==> config.mk <==
export PLATFORM = sky130hd
export DESIGN_NAME = regfile_access_ctrl
export DESIGN_NICKNAME = d
export VERILOG_FILES = /design/src/rtl/regfile_access_ctrl.sv
export SDC_FILE = /design/constraint.sdc
export NUM_CORES = 1
export LEC_CHECK = 0
export ABC_CLOCK_PERIOD_IN_PS = 3600
export BUFFER_PORTS_ARGS = -buffer_cell sky130_fd_sc_hd__buf_2
export CORE_ASPECT_RATIO = 1.25
export CORE_MARGIN = 2
export CORE_UTILIZATION = 32
export CTS_BUF_LIST = sky130_fd_sc_hd__clkbuf_16
export DETAILED_ROUTE_END_ITERATION = 12
export HOLD_SLACK_MARGIN = 0.15
export MAX_ROUTING_LAYER = met4
export PLACE_DENSITY = 0.61
export SETUP_SLACK_MARGIN = 0.4
export SYNTH_ARGS = -nofsm -noshare
export SYNTH_HDL_FRONTEND = slang
export SYNTH_SLANG_ARGS = --single-unit
==> constraint.sdc <==
create_clock -name CLK -period 3.6 [get_ports CLK]
set_input_delay 0.54 -clock CLK [delete_from_list [all_inputs] [get_ports CLK]]
set_output_delay 0.54 -clock CLK [all_outputs]
set_load 0.05 [all_outputs]
==> src/rtl/regfile_access_ctrl.sv <==
`timescale 1ns/1ps
// Command front-end for the 8x16 register file: sequences WrEn/RdEn/Address/WrData
// from valid/ready commands and returns read data on a valid/ready response channel.
module regfile_access_ctrl #(
    parameter int DATA_WIDTH = 16,
    parameter int ADDR_WIDTH = 3
) (
    input  logic                  CLK,
    input  logic                  RST,
    input  logic                  cmd_valid,
    output logic                  cmd_ready,
    input  logic                  cmd_op,
    input  logic [ADDR_WIDTH-1:0] cmd_addr,
    input  logic [DATA_WIDTH-1:0] cmd_data,
    output logic                  rsp_valid,
    input  logic                  rsp_ready,
    output logic [DATA_WIDTH-1:0] rsp_data,
    output logic [DATA_WIDTH-1:0] rf_WrData,
    output logic [ADDR_WIDTH-1:0] rf_Address,
    output logic                  rf_WrEn,
    output logic                  rf_RdEn,
    input  logic [DATA_WIDTH-1:0] rf_RdData,
    output logic                  busy
);

    typedef enum logic [2:0] {
        IDLE    = 3'd0,
        WRITE   = 3'd1,
        READ    = 3'd2,
        CAPTURE = 3'd3,
        RESP    = 3'd4
    } state_t;

    state_t                  state;
    state_t                  state_nxt;
    logic [ADDR_WIDTH-1:0]   addr_q;
    logic [DATA_WIDTH-1:0]   data_q;
    logic [DATA_WIDTH-1:0]   rsp_data_q;
    logic                    accept;

    assign accept = cmd_valid && cmd_ready;

    always_ff @(posedge CLK or negedge RST) begin
        if (!RST) begin
            state <= IDLE;
        end else begin
            state <= state_nxt;
        end
    end

    // The register file's RdData is registered, so it is only valid in CAPTURE.
    always_ff @(posedge CLK or negedge RST) begin
        if (!RST) begin
            addr_q     <= '0;
            data_q     <= '0;
            rsp_data_q <= '0;
        end else begin
            if (accept) begin
                addr_q <= cmd_addr;
                data_q <= cmd_data;
            end
            if (state == CAPTURE) begin
                rsp_data_q <= rf_RdData;
            end
        end
    end

    always_comb begin
        state_nxt = state;
        cmd_ready = 1'b0;
        rf_WrEn   = 1'b0;
        rf_RdEn   = 1'b0;
        rsp_valid = 1'b0;
        case (state)
            IDLE: begin
                // Hold off commands while reset is asserted.
                cmd_ready = RST;
                if (cmd_valid && RST) begin
                    state_nxt = cmd_op ? WRITE : READ;
                end
            end
            WRITE: begin
                rf_WrEn   = 1'b1;
                state_nxt = IDLE;
            end
            READ: begin
                rf_RdEn   = 1'b1;
                state_nxt = CAPTURE;
            end
            CAPTURE: begin
                state_nxt = RESP;
            end
            RESP: begin
                rsp_valid = 1'b1;
                if (rsp_ready) begin
                    state_nxt = IDLE;
                end
            end
            default: begin
                state_nxt = IDLE;
            end
        endcase
    end

    assign rf_Address = addr_q;
    assign rf_WrData  = data_q;
    assign rsp_data   = rsp_data_q;
    assign busy       = (state != IDLE);

endmodule
[Word level (Yosys, flattened, before mapping)]
Index checks and enable logic that the tools add are counted.
Storage, ports and cells
  word-level logic and storage cells: 23
  register bits after elaboration: 38
  input port bits: 40
Cells by class
  mux-type cells: 8
  equality and inequality tests: 6
  reduce and logical (&&, ||, !) cells: 5
Operators with widths (number)
  3-bit case mux with 4 select lines: 1
  3-bit by 2-bit equality test with 1-bit output, second input constant: 2
  3-bit 2-to-1 mux: 2
  1-bit 2-to-1 mux: 4
  2-bit inequality test, second input constant: 2
  3-bit by 1-bit equality test with 1-bit output, second input constant: 1
  3-bit equality test, second input constant: 1
  3-bit logical NOT: 1
  3-bit nonzero test: 1
  1-bit logical AND: 2
  2-bit 2-to-1 mux: 1
  2-bit AND reduction: 1

[Depth between registers and ports, before layout]
Gate-level depths: netlist (run 1).
  depth in word-level cells: 3
  mapped depth: 4

[Worst setup path before layout (run 1)]
OpenSTA, ideal clock, no wires.
  kind: reg-to-output
  from: reg state[0]
  to: out cmd_ready
  stages on the path, launching flop included: 3
  data arrival time: 1.601 ns
  path buffers: 0
  path slack: 1.459 ns
  cells stage by stage: dfrtp_1 > or3_4 > nor2_1
Between the ends
  word-level cells in the longest chain between the ends: 2
Ends and longest elaborated chain
  start: declaration: RTL line 34  | state_t state;
  start signal: assignment: RTL line 47  | state <= state_nxt;
  3-bit logical NOT: RTL line 74  | case (state)
  1-bit 2-to-1 mux: RTL line 74
  end: declaration: RTL line 11  | output logic cmd_ready,
No other way between the ends.

[Worst setup path after layout (run 1)]
Same ends and word-level chain as after synthesis.

==> impl_metrics.py, run 1 <==
metrics = {
    "status": {
        "status": "completed",
    },
    "logic_synthesis": {
        "synth_cells": 92,
        "ys_types": 17,
        "synth-seq-cells": 38,
        "ys_seq_area_share_pct": 62.8,
        "yosysWarnings": 0,
        "synth_area_per_cell_um2": 16.5,
        "synth_area_um2": 1510,
        "syn_nets": 132,
    },
    "clock_tree": {
        "insertion_delay_ns": 0.27,
        "clk_pin_slew_ns": 0.05,
        "clk_path_buf_depth": 2,
        "cts_sinks": 38,
        "cts_resized": 0,
        "postCtsSetupRepairBufs": 0,
        "cts_buffers": 5,
        "cts_tree": "built",
        "cts.htree.levels": 2,
        "root_buffer": "clkbuf_16",
        "hold_buffers": 0,
    },
    "cells_and_area": {
        "nets": 217,
        "drive_above_1_share_pct": 68.5,
        "num_antenna_cells": 0,
        "syn_to_final_growth_pct": 38.9,
        "nFillCells": 425,
    },
    "worst_setup_path": {
        "rrSetupSlack_ns": 1.84,
        "crit_fanout": 6,
        "start_kind": "register",
        "r2r-start": "state[0]",
        "r2r-end": "rf_WrData[5]",
        "crit_arrival_ns": 1.55,
        "cp.required_ns": 3.06,
        "worstSetupEndpointType": "output pin",
        "r2r_cells": 3,
        "path_class": "register to output pin",
    },
    "placed_design": {
        "finalWeightedCongestion": 0.653,
        "place_ws_ns": 1.51,
        "io_buffer_count": 79,
        "dp_hpwl_um": 2320,
    },
    "detailed_routing": {
        "m1WireLength_um": 1280,
        "vias": 1063,
        "wirelength_um": 3020,
        "drtIter0Drc": 21,
        "wl_per_cell_um": 12.7,
        "drc": 0,
        "wl_met3_um": 294,
        "dr_wl_met2_um": 1430,
        "first_pass_iters": 5,
        "viasPerCell": 4.47,
        "antenna_left": 0,
        "highest_layer": "met4",
    },
    "flow_run": {
        "drv_cap": 0,
    },
    "global_route": {
        "antenna_found_initial": 0,
        "grt_start_max_net_pins": 23,
        "grt_pass1_vias": 1100,
        "track_usage_pct": 12.2,
        "grt_pass1_wl_um": 4770,
        "gr-total-overflow": 0,
    },
    "sta": {
        "min_period_ns": 2.09,
        "worst_pin_slew_ns": 0.764,
        "finalHoldViolCount": 0,
        "period_share_pct": 57.9,
        "max_slew_margin_pct": 48.9,
        "layout_setup_ws_ns": 1.51,
        "tns_ns": 0,
        "finClkSkew_ns": 0.00148,
        "grt_setup_unrepaired": "false",
        "final-max-slew-violation-count": 0,
        "fmax_mhz": 480,
        "setup_viol_count_final": 0,
    },
    "floorplanning": {
        "rows": 28,
        "initial_core_util_pct": 32.5,
        "die_w_um": 65.5,
        "io_pins": 80,
        "fp.dieH_um": 80.9,
        "core_um2": 4660,
        "dieArea_um2": 5300,
    },
    "hold_path": {
        "min_path_type": "primary input to async pin",
    },
}
worst max-delay path by stage:
stage	startpoint	slack, ns	end
after floorplan	state[0]	1.46	cmd_ready
after global placement	RST	1.59	rf_WrData[9]
after detailed placement	RST	1.51	rf_WrData[5]
after CTS	state[1]	1.52	cmd_ready
after global routing	state[0]	1.45	cmd_ready
final	state[0]	1.51	cmd_ready
metrics by stage:
step | hold slack (ns) | instances | area [um2] | util (%)
6_report | 0.197 | 238 | 2100 | 45.1
5_1_grt | 0.219 | 238 | 2100 | 45.1
4_1_cts | 0.204 | 238 | 2100 | 45.1
3_5_place_dp | 0.487 | 230 | 1970 | 42.2
3_3_place_gp | 0.484 | 230 | 1970 | 42.2
2_1_floorplan | 0.244 | 92 | 1510 | -
metal layers:
metal  track usage (%)  vias up
met5                 -        -
met4              3.75        0
met3              4.16        2
met2              19.9       69
met1              14.1      501
li1                  -      491
logic make-up after synthesis:
| family | synth area share (%) |
|---|---|
| and+or+nand+nor | 5.29 |
| DFF | 62.8 |
| buffers and inverters | 2.15 |
| AOI/OAI and AO/OA | 1.24 |
| muxes | 28.5 |
cells in the mapped netlist:
| cell type | instances | area (um2) |
|---|---|---|
| dfrtp_1 | 38 | 951 |
| mux2_2 | 25 | 282 |
| mux2_4 | 10 | 150 |
| nor2_1 | 4 | 15.0 |
| inv_1 | 2 | 7.51 |
| nand2_1 | 2 | 7.51 |
| a31oi_1 | 1 | 6.26 |
| and2_1 | 1 | 6.26 |
| buf_12 | 1 | 20.0 |
| buf_2 | 1 | 5.00 |
| nand3b_1 | 1 | 7.51 |
| nor2_8 | 1 | 20.0 |
| nor3_1 | 1 | 5.00 |
| nor3b_1 | 1 | 7.51 |
| o21a_1 | 1 | 7.51 |
| o21ai_0 | 1 | 5.00 |
| or3_4 | 1 | 11.3 |
worst max-delay path, stage by stage (launching register included):
cell and delay (ns):
dfrtp_1 0.43, or3_4 0.45, nor2_1 0.11, buf_2 0.28
sequential cells by signal, summed over array words and instances, names as in the netlist:
register and count:
rsp_data 16, state 3, rf_Address 3, rf_WrData 16
layout make-up:
| type | instances | area, um2 | area share (%) |
|---|---|---|---|
| clock buffer | 5 | 125 | 5.95 |
| tap | 60 | 75.1 | 3.57 |
| sequential | 38 | 951 | 45.2 |
| multi-input combinational | 50 | 531 | 25.2 |
| clock inverter | 3 | 11.3 | 0.535 |
| timing repair buffer | 80 | 403 | 19.2 |
| inverter | 2 | 7.51 | 0.357 |
placed cells by master (no fill, tap or decap):
cell	n
a31oi_1	1
and2_1	1
buf_2	79
buf_4	1
clkbuf_16	5
clkinv_1	3
dfrtp_1	38
inv_1	2
mux2_2	25
mux2_4	10
nand2_1	2
nand3b_1	1
nor2_1	4
nor2_8	1
nor3_1	1
nor3b_1	1
o21a_1	1
o21ai_0	1
or3_4	1
Power of run 1 is not shown: default switching activity piles up to over one toggle a cycle in this logic, so the estimate is an artifact.
==> run 2, diff against run 1 <==
--- a/config.mk
+++ b/config.mk
@@ -5,7 +5,7 @@
 export SDC_FILE = /design/constraint.sdc
 export NUM_CORES = 1
 export LEC_CHECK = 0
-export ABC_CLOCK_PERIOD_IN_PS = 3600
+export ABC_CLOCK_PERIOD_IN_PS = 1790
 export BUFFER_PORTS_ARGS = -buffer_cell sky130_fd_sc_hd__buf_2
 export CORE_ASPECT_RATIO = 1.25
 export CORE_MARGIN = 2
@@ -14,7 +14,7 @@
 export DETAILED_ROUTE_END_ITERATION = 12
 export HOLD_SLACK_MARGIN = 0.15
 export MAX_ROUTING_LAYER = met4
-export PLACE_DENSITY = 0.61
+export PLACE_DENSITY = 0.63
 export SETUP_SLACK_MARGIN = 0.4
 export SYNTH_ARGS = -nofsm -noshare
 export SYNTH_HDL_FRONTEND = slang
==> constraint.sdc (replaced) <==
create_clock -name CLK -period 1.79 [get_ports CLK]
set_input_delay 0.2685 -clock CLK [delete_from_list [all_inputs] [get_ports CLK]]
set_output_delay 0.2685 -clock CLK [all_outputs]
set_load 0.05 [all_outputs]
==> run 2 against run 1 <==
Against the previous run:
- register-to-register slack got worse by 1.6 ns
- largest cell class unchanged
- routed wire length increased by 22%
- sequential cell count unchanged
==> impl_metrics.py, run 2 (synthesis gave the netlist of run 1 again) <==
metrics = {
    "cells_and_area": {
        "fin_cells": 251,
        "seq_area_um2": 951,
        "nets": 230,
        "num_antenna_cells": 0,
        "nFillCells": 401,
        "final_cell_mix": "buf_2, dfrtp_1, mux2_4",
        "multi_input_area_um2": 658,
        "design_area_um2": 2450,
        "syn_to_final_growth_pct": 62.0,
        "drive_above_1_share_pct": 74.3,
        "post-route-util_pct": 52.6,
        "final_common_cell": "buf_2",
    },
    "worst_setup_path": {
        "cp.required_ns": 1.52,
        "crit_fanout": 3,
        "crit_arrival_ns": 1.35,
        "path_class": "register to output pin",
        "worstSetupEndpointType": "output pin",
        "start_kind": "register",
    },
    "clock_tree": {
        "insertion_delay_ns": 0.27,
        "cts_sinks": 38,
        "clk_path_buf_depth": 2,
        "root_buffer": "clkbuf_16",
        "clk_pin_slew_ns": 0.05,
        "cts_buffers": 5,
        "cts_tree": "built",
        "cts.htree.levels": 2,
    },
    "floorplanning": {
        "fp.dieH_um": 80.9,
        "rows": 28,
        "core_um2": 4660,
        "io_pins": 80,
        "die_w_um": 65.5,
        "initial_core_util_pct": 32.5,
        "dieArea_um2": 5300,
    },
    "sta": {
        "tns_ns": 0,
        "setup_viol_count_final": 0,
        "fmax_mhz": 617,
        "finClkSkew_ns": 0.00390,
        "final-max-slew-violation-count": 0,
        "finalHoldViolCount": 0,
        "max_slew_margin_pct": 67.3,
        "worst_pin_slew_ns": 0.490,
        "period_share_pct": 90.6,
        "grt_setup_unrepaired": "true",
        "min_period_ns": 1.62,
    },
    "global_route": {
        "grt_pass1_vias": 1087,
        "gr-total-overflow": 0,
        "antenna_found_initial": 0,
        "track_usage_pct": 13.1,
        "grt_start_max_net_pins": 40,
        "grt_pass1_wl_um": 5110,
    },
    "detailed_routing": {
        "wirelength_um": 3680,
        "antenna_left": 0,
        "viasPerCell": 4.56,
        "drtIter0Drc": 42,
        "vias": 1144,
        "first_pass_iters": 3,
        "wl_per_cell_um": 14.6,
        "drc": 0,
    },
    "flow_run": {
        "drv_cap": 0,
    },
    "placed_design": {
        "dp_cells": 232,
        "io_buffer_count": 79,
        "finalWeightedCongestion": 0.733,
        "dp_hpwl_um": 2140,
        "place_area_um2": 1990,
    },
    "status": {
        "status": "completed",
    },
    "hold_path": {
        "min_path_type": "primary input to async pin",
    },
}
run 2: changes by cell type in the layout (fill, tap and decap cells not counted), moves of 3 or more:
| cell | delta |
|---|---|
| mux2_2 | -25 |
| mux2_4 | +25 |
| buf_6 | +5 |
| buf_2 | -4 |
| buf_4 | +4 |
| buf_8 | +4 |
| clkbuf_16 | +3 |
| nor2_1 | -3 |
run 2: layout make-up:
cell class | instances | share of cell area, %
sequential | 38 | 38.8
tap | 60 | 3.06
inverter | 2 | 0.306
timing repair buffer | 93 | 25.5
clock buffer | 5 | 5.10
clock inverter | 3 | 0.459
multi-input combinational | 50 | 26.8
run 2: metal layers:
metal	wire length (um)	part of all wire, %	vias to the layer above	global-route usage, %
li1	-	-	516	-
met1	1600	43	554	16.5
met2	1720	47	70	19.2
met3	333	9.1	4	5.54
met4	27	0.73	0	3.75
met5	0	0	-	-
run 2: critical path, cell delays in order, from the launching register on:
cell	delay, ns
dfrtp_1	0.38
or3_4	0.44
nor2_4	0.11
buf_8	0.15
run 2: repair_timing:
item,4_1_cts,5_1_grt
pin swaps,5,2
buffers inserted,5,3
gates resized for setup,18,32
endpoints found under the setup margin,24,40
endpoints found under the hold margin,38,38
gates cloned,0,3
run 2: final timing paths:
kind	startpoint	endpoint	slack, ns	cells past startpoint
worst max register to register	state[0]	rf_Address[2]	0.23	4
worst min-delay path	RST	state[2]	0.08	2
min in group CLK	rsp_ready	state[2]	0.20	2
worst min register to register	rf_Address[1]	rf_Address[1]	0.50	1
worst max-delay path	state[0]	cmd_ready	0.17	3
max in group asynchronous	RST	rsp_data[5]	1.37	2
run 2: through the flow:
stage / hold slack, ns / setup WS [ns]
2_1_floorplan: -0.0271 / 0.0842
3_3_place_gp: 0.397 / 0.122
3_5_place_dp: 0.395 / 0.0948
4_1_cts: 0.0994 / 0.155
5_1_grt: 0.130 / 0.134
6_report: 0.0813 / 0.169
Power of run 2 is left out for the same reason.
==> run 3, diff against run 2 <==
--- a/config.mk
+++ b/config.mk
@@ -5,7 +5,7 @@
 export SDC_FILE = /design/constraint.sdc
 export NUM_CORES = 1
 export LEC_CHECK = 0
-export ABC_CLOCK_PERIOD_IN_PS = 1790
+export ABC_CLOCK_PERIOD_IN_PS = 1800
 export BUFFER_PORTS_ARGS = -buffer_cell sky130_fd_sc_hd__buf_2
 export CORE_ASPECT_RATIO = 1.25
 export CORE_MARGIN = 2
@@ -14,7 +14,7 @@
 export DETAILED_ROUTE_END_ITERATION = 12
 export HOLD_SLACK_MARGIN = 0.15
 export MAX_ROUTING_LAYER = met4
-export PLACE_DENSITY = 0.63
+export PLACE_DENSITY = 0.61
 export SETUP_SLACK_MARGIN = 0.4
 export SYNTH_ARGS = -nofsm -noshare
 export SYNTH_HDL_FRONTEND = slang
==> constraint.sdc (replaced) <==
create_clock -name CLK -period 1.8 [get_ports CLK]
set_input_delay 0.27 -clock CLK [delete_from_list [all_inputs] [get_ports CLK]]
set_output_delay 0.27 -clock CLK [all_outputs]
set_load 0.05 [all_outputs]
==> run 3 against run 2 <==
Against the previous run:
- first-iteration DRC count down 2.4%
- clock skew down 0.0015 ns
- global-route usage up 0.68 points
- non-clock buffer count up 3
- register-to-register slack worse by 0.03 ns
- final area down 1.8%
- highest routed layer unchanged
- critical path depth unchanged
- largest cell class unchanged
- routed wire length down 3.2%
- sequential share of layout area up 0.73 points
- die area unchanged
==> impl_metrics.py, run 3 (synthesis gave the netlist of run 1 again) <==
metrics = {
    "status": {
        "status": "completed",
    },
    "detailed_routing": {
        "drtIter0Drc": 41,
        "wirelength_um": 3560,
        "drc": 0,
        "vias": 1125,
        "viasPerCell": 4.45,
        "wl_per_cell_um": 14.1,
        "antenna_left": 0,
        "first_pass_iters": 4,
    },
    "clock_tree": {
        "clk_path_buf_depth": 2,
        "cts_sinks": 38,
        "root_buffer": "clkbuf_16",
        "insertion_delay_ns": 0.27,
        "cts_buffers": 5,
        "cts_tree": "built",
        "cts.htree.levels": 2,
        "clk_pin_slew_ns": 0.05,
    },
    "worst_setup_path": {
        "cp_slowest_stage_delay_ns": 0.45,
        "path_cells": "or3_4, nor2_4, buf_8",
        "endpoint": "cmd_ready",
        "start_kind": "register",
        "path_delay_family": "simple AND/OR/NAND/NOR gates",
        "crit_arrival_ns": 1.36,
        "cp.required_ns": 1.53,
        "r2r-end": "rf_WrData[0]",
        "cp.depth": 3,
        "timing.critical_path.buf_inv": 1,
        "worstSetupEndpointType": "output pin",
        "crit_fanout": 3,
        "path_class": "register to output pin",
        "r2r_cells": 4,
        "crit_slowest_cell": "or3_4",
        "r2r-start": "state[0]",
        "worstSetupStartpoint": "state[0]",
        "rrSetupSlack_ns": 0.20,
    },
    "floorplanning": {
        "fp.dieH_um": 80.9,
        "die_w_um": 65.5,
        "dieArea_um2": 5300,
        "initial_core_util_pct": 32.5,
        "core_um2": 4660,
        "rows": 28,
        "io_pins": 80,
    },
    "hold_path": {
        "min_path_type": "primary input to register",
    },
    "cells_and_area": {
        "drive_above_1_share_pct": 73.1,
        "num_antenna_cells": 0,
        "final_common_cell": "buf_2",
        "nets": 233,
        "nFillCells": 409,
        "fin_cells": 253,
        "seq_area_um2": 951,
        "syn_to_final_growth_pct": 59.0,
        "multi_input_area_um2": 599,
        "final_cell_mix": "buf_2, dfrtp_1, mux2_4",
    },
    "placed_design": {
        "io_buffer_count": 79,
        "finalWeightedCongestion": 0.780,
        "dp_cells": 234,
        "dp_hpwl_um": 2410,
    },
    "sta": {
        "setup_viol_count_final": 0,
        "worst_pin_slew_ns": 0.853,
        "max_slew_margin_pct": 43.2,
        "finClkSkew_ns": 0.00241,
        "tns_ns": 0,
        "finalHoldViolCount": 0,
        "final-max-slew-violation-count": 0,
        "grt_setup_unrepaired": "true",
        "holdWs_ns": 0.185,
        "min_period_ns": 1.63,
        "period_share_pct": 90.5,
        "fmax_mhz": 614,
    },
    "global_route": {
        "track_usage_pct": 13.7,
        "gr-total-overflow": 0,
        "grt_pass1_vias": 1185,
        "grt_start_max_net_pins": 20,
        "antenna_found_initial": 0,
        "grt_pass1_wl_um": 5330,
    },
    "flow_run": {
        "drv_cap": 0,
    },
}
==> run 3: cell types whose count changed in the layout (fill, tap and decap cells not counted), moves of 2 or more <==
| cell | previous run | this run |
|---|---|---|
| buf_6 | 5 | 7 |
| mux2_4 | 35 | 20 |
| buf_8 | 4 | 2 |
| clkinv_1 | 3 | 0 |
| mux2_2 | 0 | 15 |
| inv_1 | 1 | 4 |
==> run 3: worst min-delay path by stage <==
stage	from	to	slack, ns	depth (start not counted)
after floorplan	RST	rf_Address[0]	-0.03	0
after CTS	rsp_ready	state[2]	0.18	2
after global routing	rsp_ready	state[2]	0.22	2
final	rsp_ready	state[2]	0.18	2
after global placement	RST	rf_WrData[5]	0.28	2
after detailed placement	RST	rf_WrData[12]	0.28	2
==> run 3: stage by stage <==
step / util [%] / worst slack [ns] / cell area, um2
finish: 51.7 / 0.171 / 2410
global route: 51.7 / 0.131 / 2410
CTS: 48.6 / 0.167 / 2260
detailed placement: 43.0 / 0.105 / 2000
global placement: 43.0 / 0.151 / 2000
floorplan: - / 0.0942 / 1520
==> run 3: layout make-up <==
cell class / instances / share of cell area [%]
Clock inverter: 2 / 0.312
Multi-Input combinational cell: 50 / 24.9
Sequential cell: 38 / 39.5
Clock buffer: 5 / 5.20
Tap cell: 60 / 3.12
Timing Repair Buffer: 96 / 26.7
Inverter: 2 / 0.312
==> run 3: metal layers <==
metal	up-vias	wire length [um]	share of wire, %	global-route usage [%]
met3	6	306	8.6	4.85
met4	0	57	1.6	6.88
met2	57	1790	50	21.9
met5	-	0	0	-
li1	524	-	-	-
met1	538	1410	40	15.3
==> run 3: repair_timing <==
action                                 in CTS  in global routing
gates resized for setup                    13                 21
pin swaps                                   3                  2
setup endpoints to repair                  24                 78
setup buffers                               5                  2
endpoints found under the hold margin      38                 19
cloned                                      0                  3
hold buffers                                2                  1
Power of run 3 is left out for the same reason.
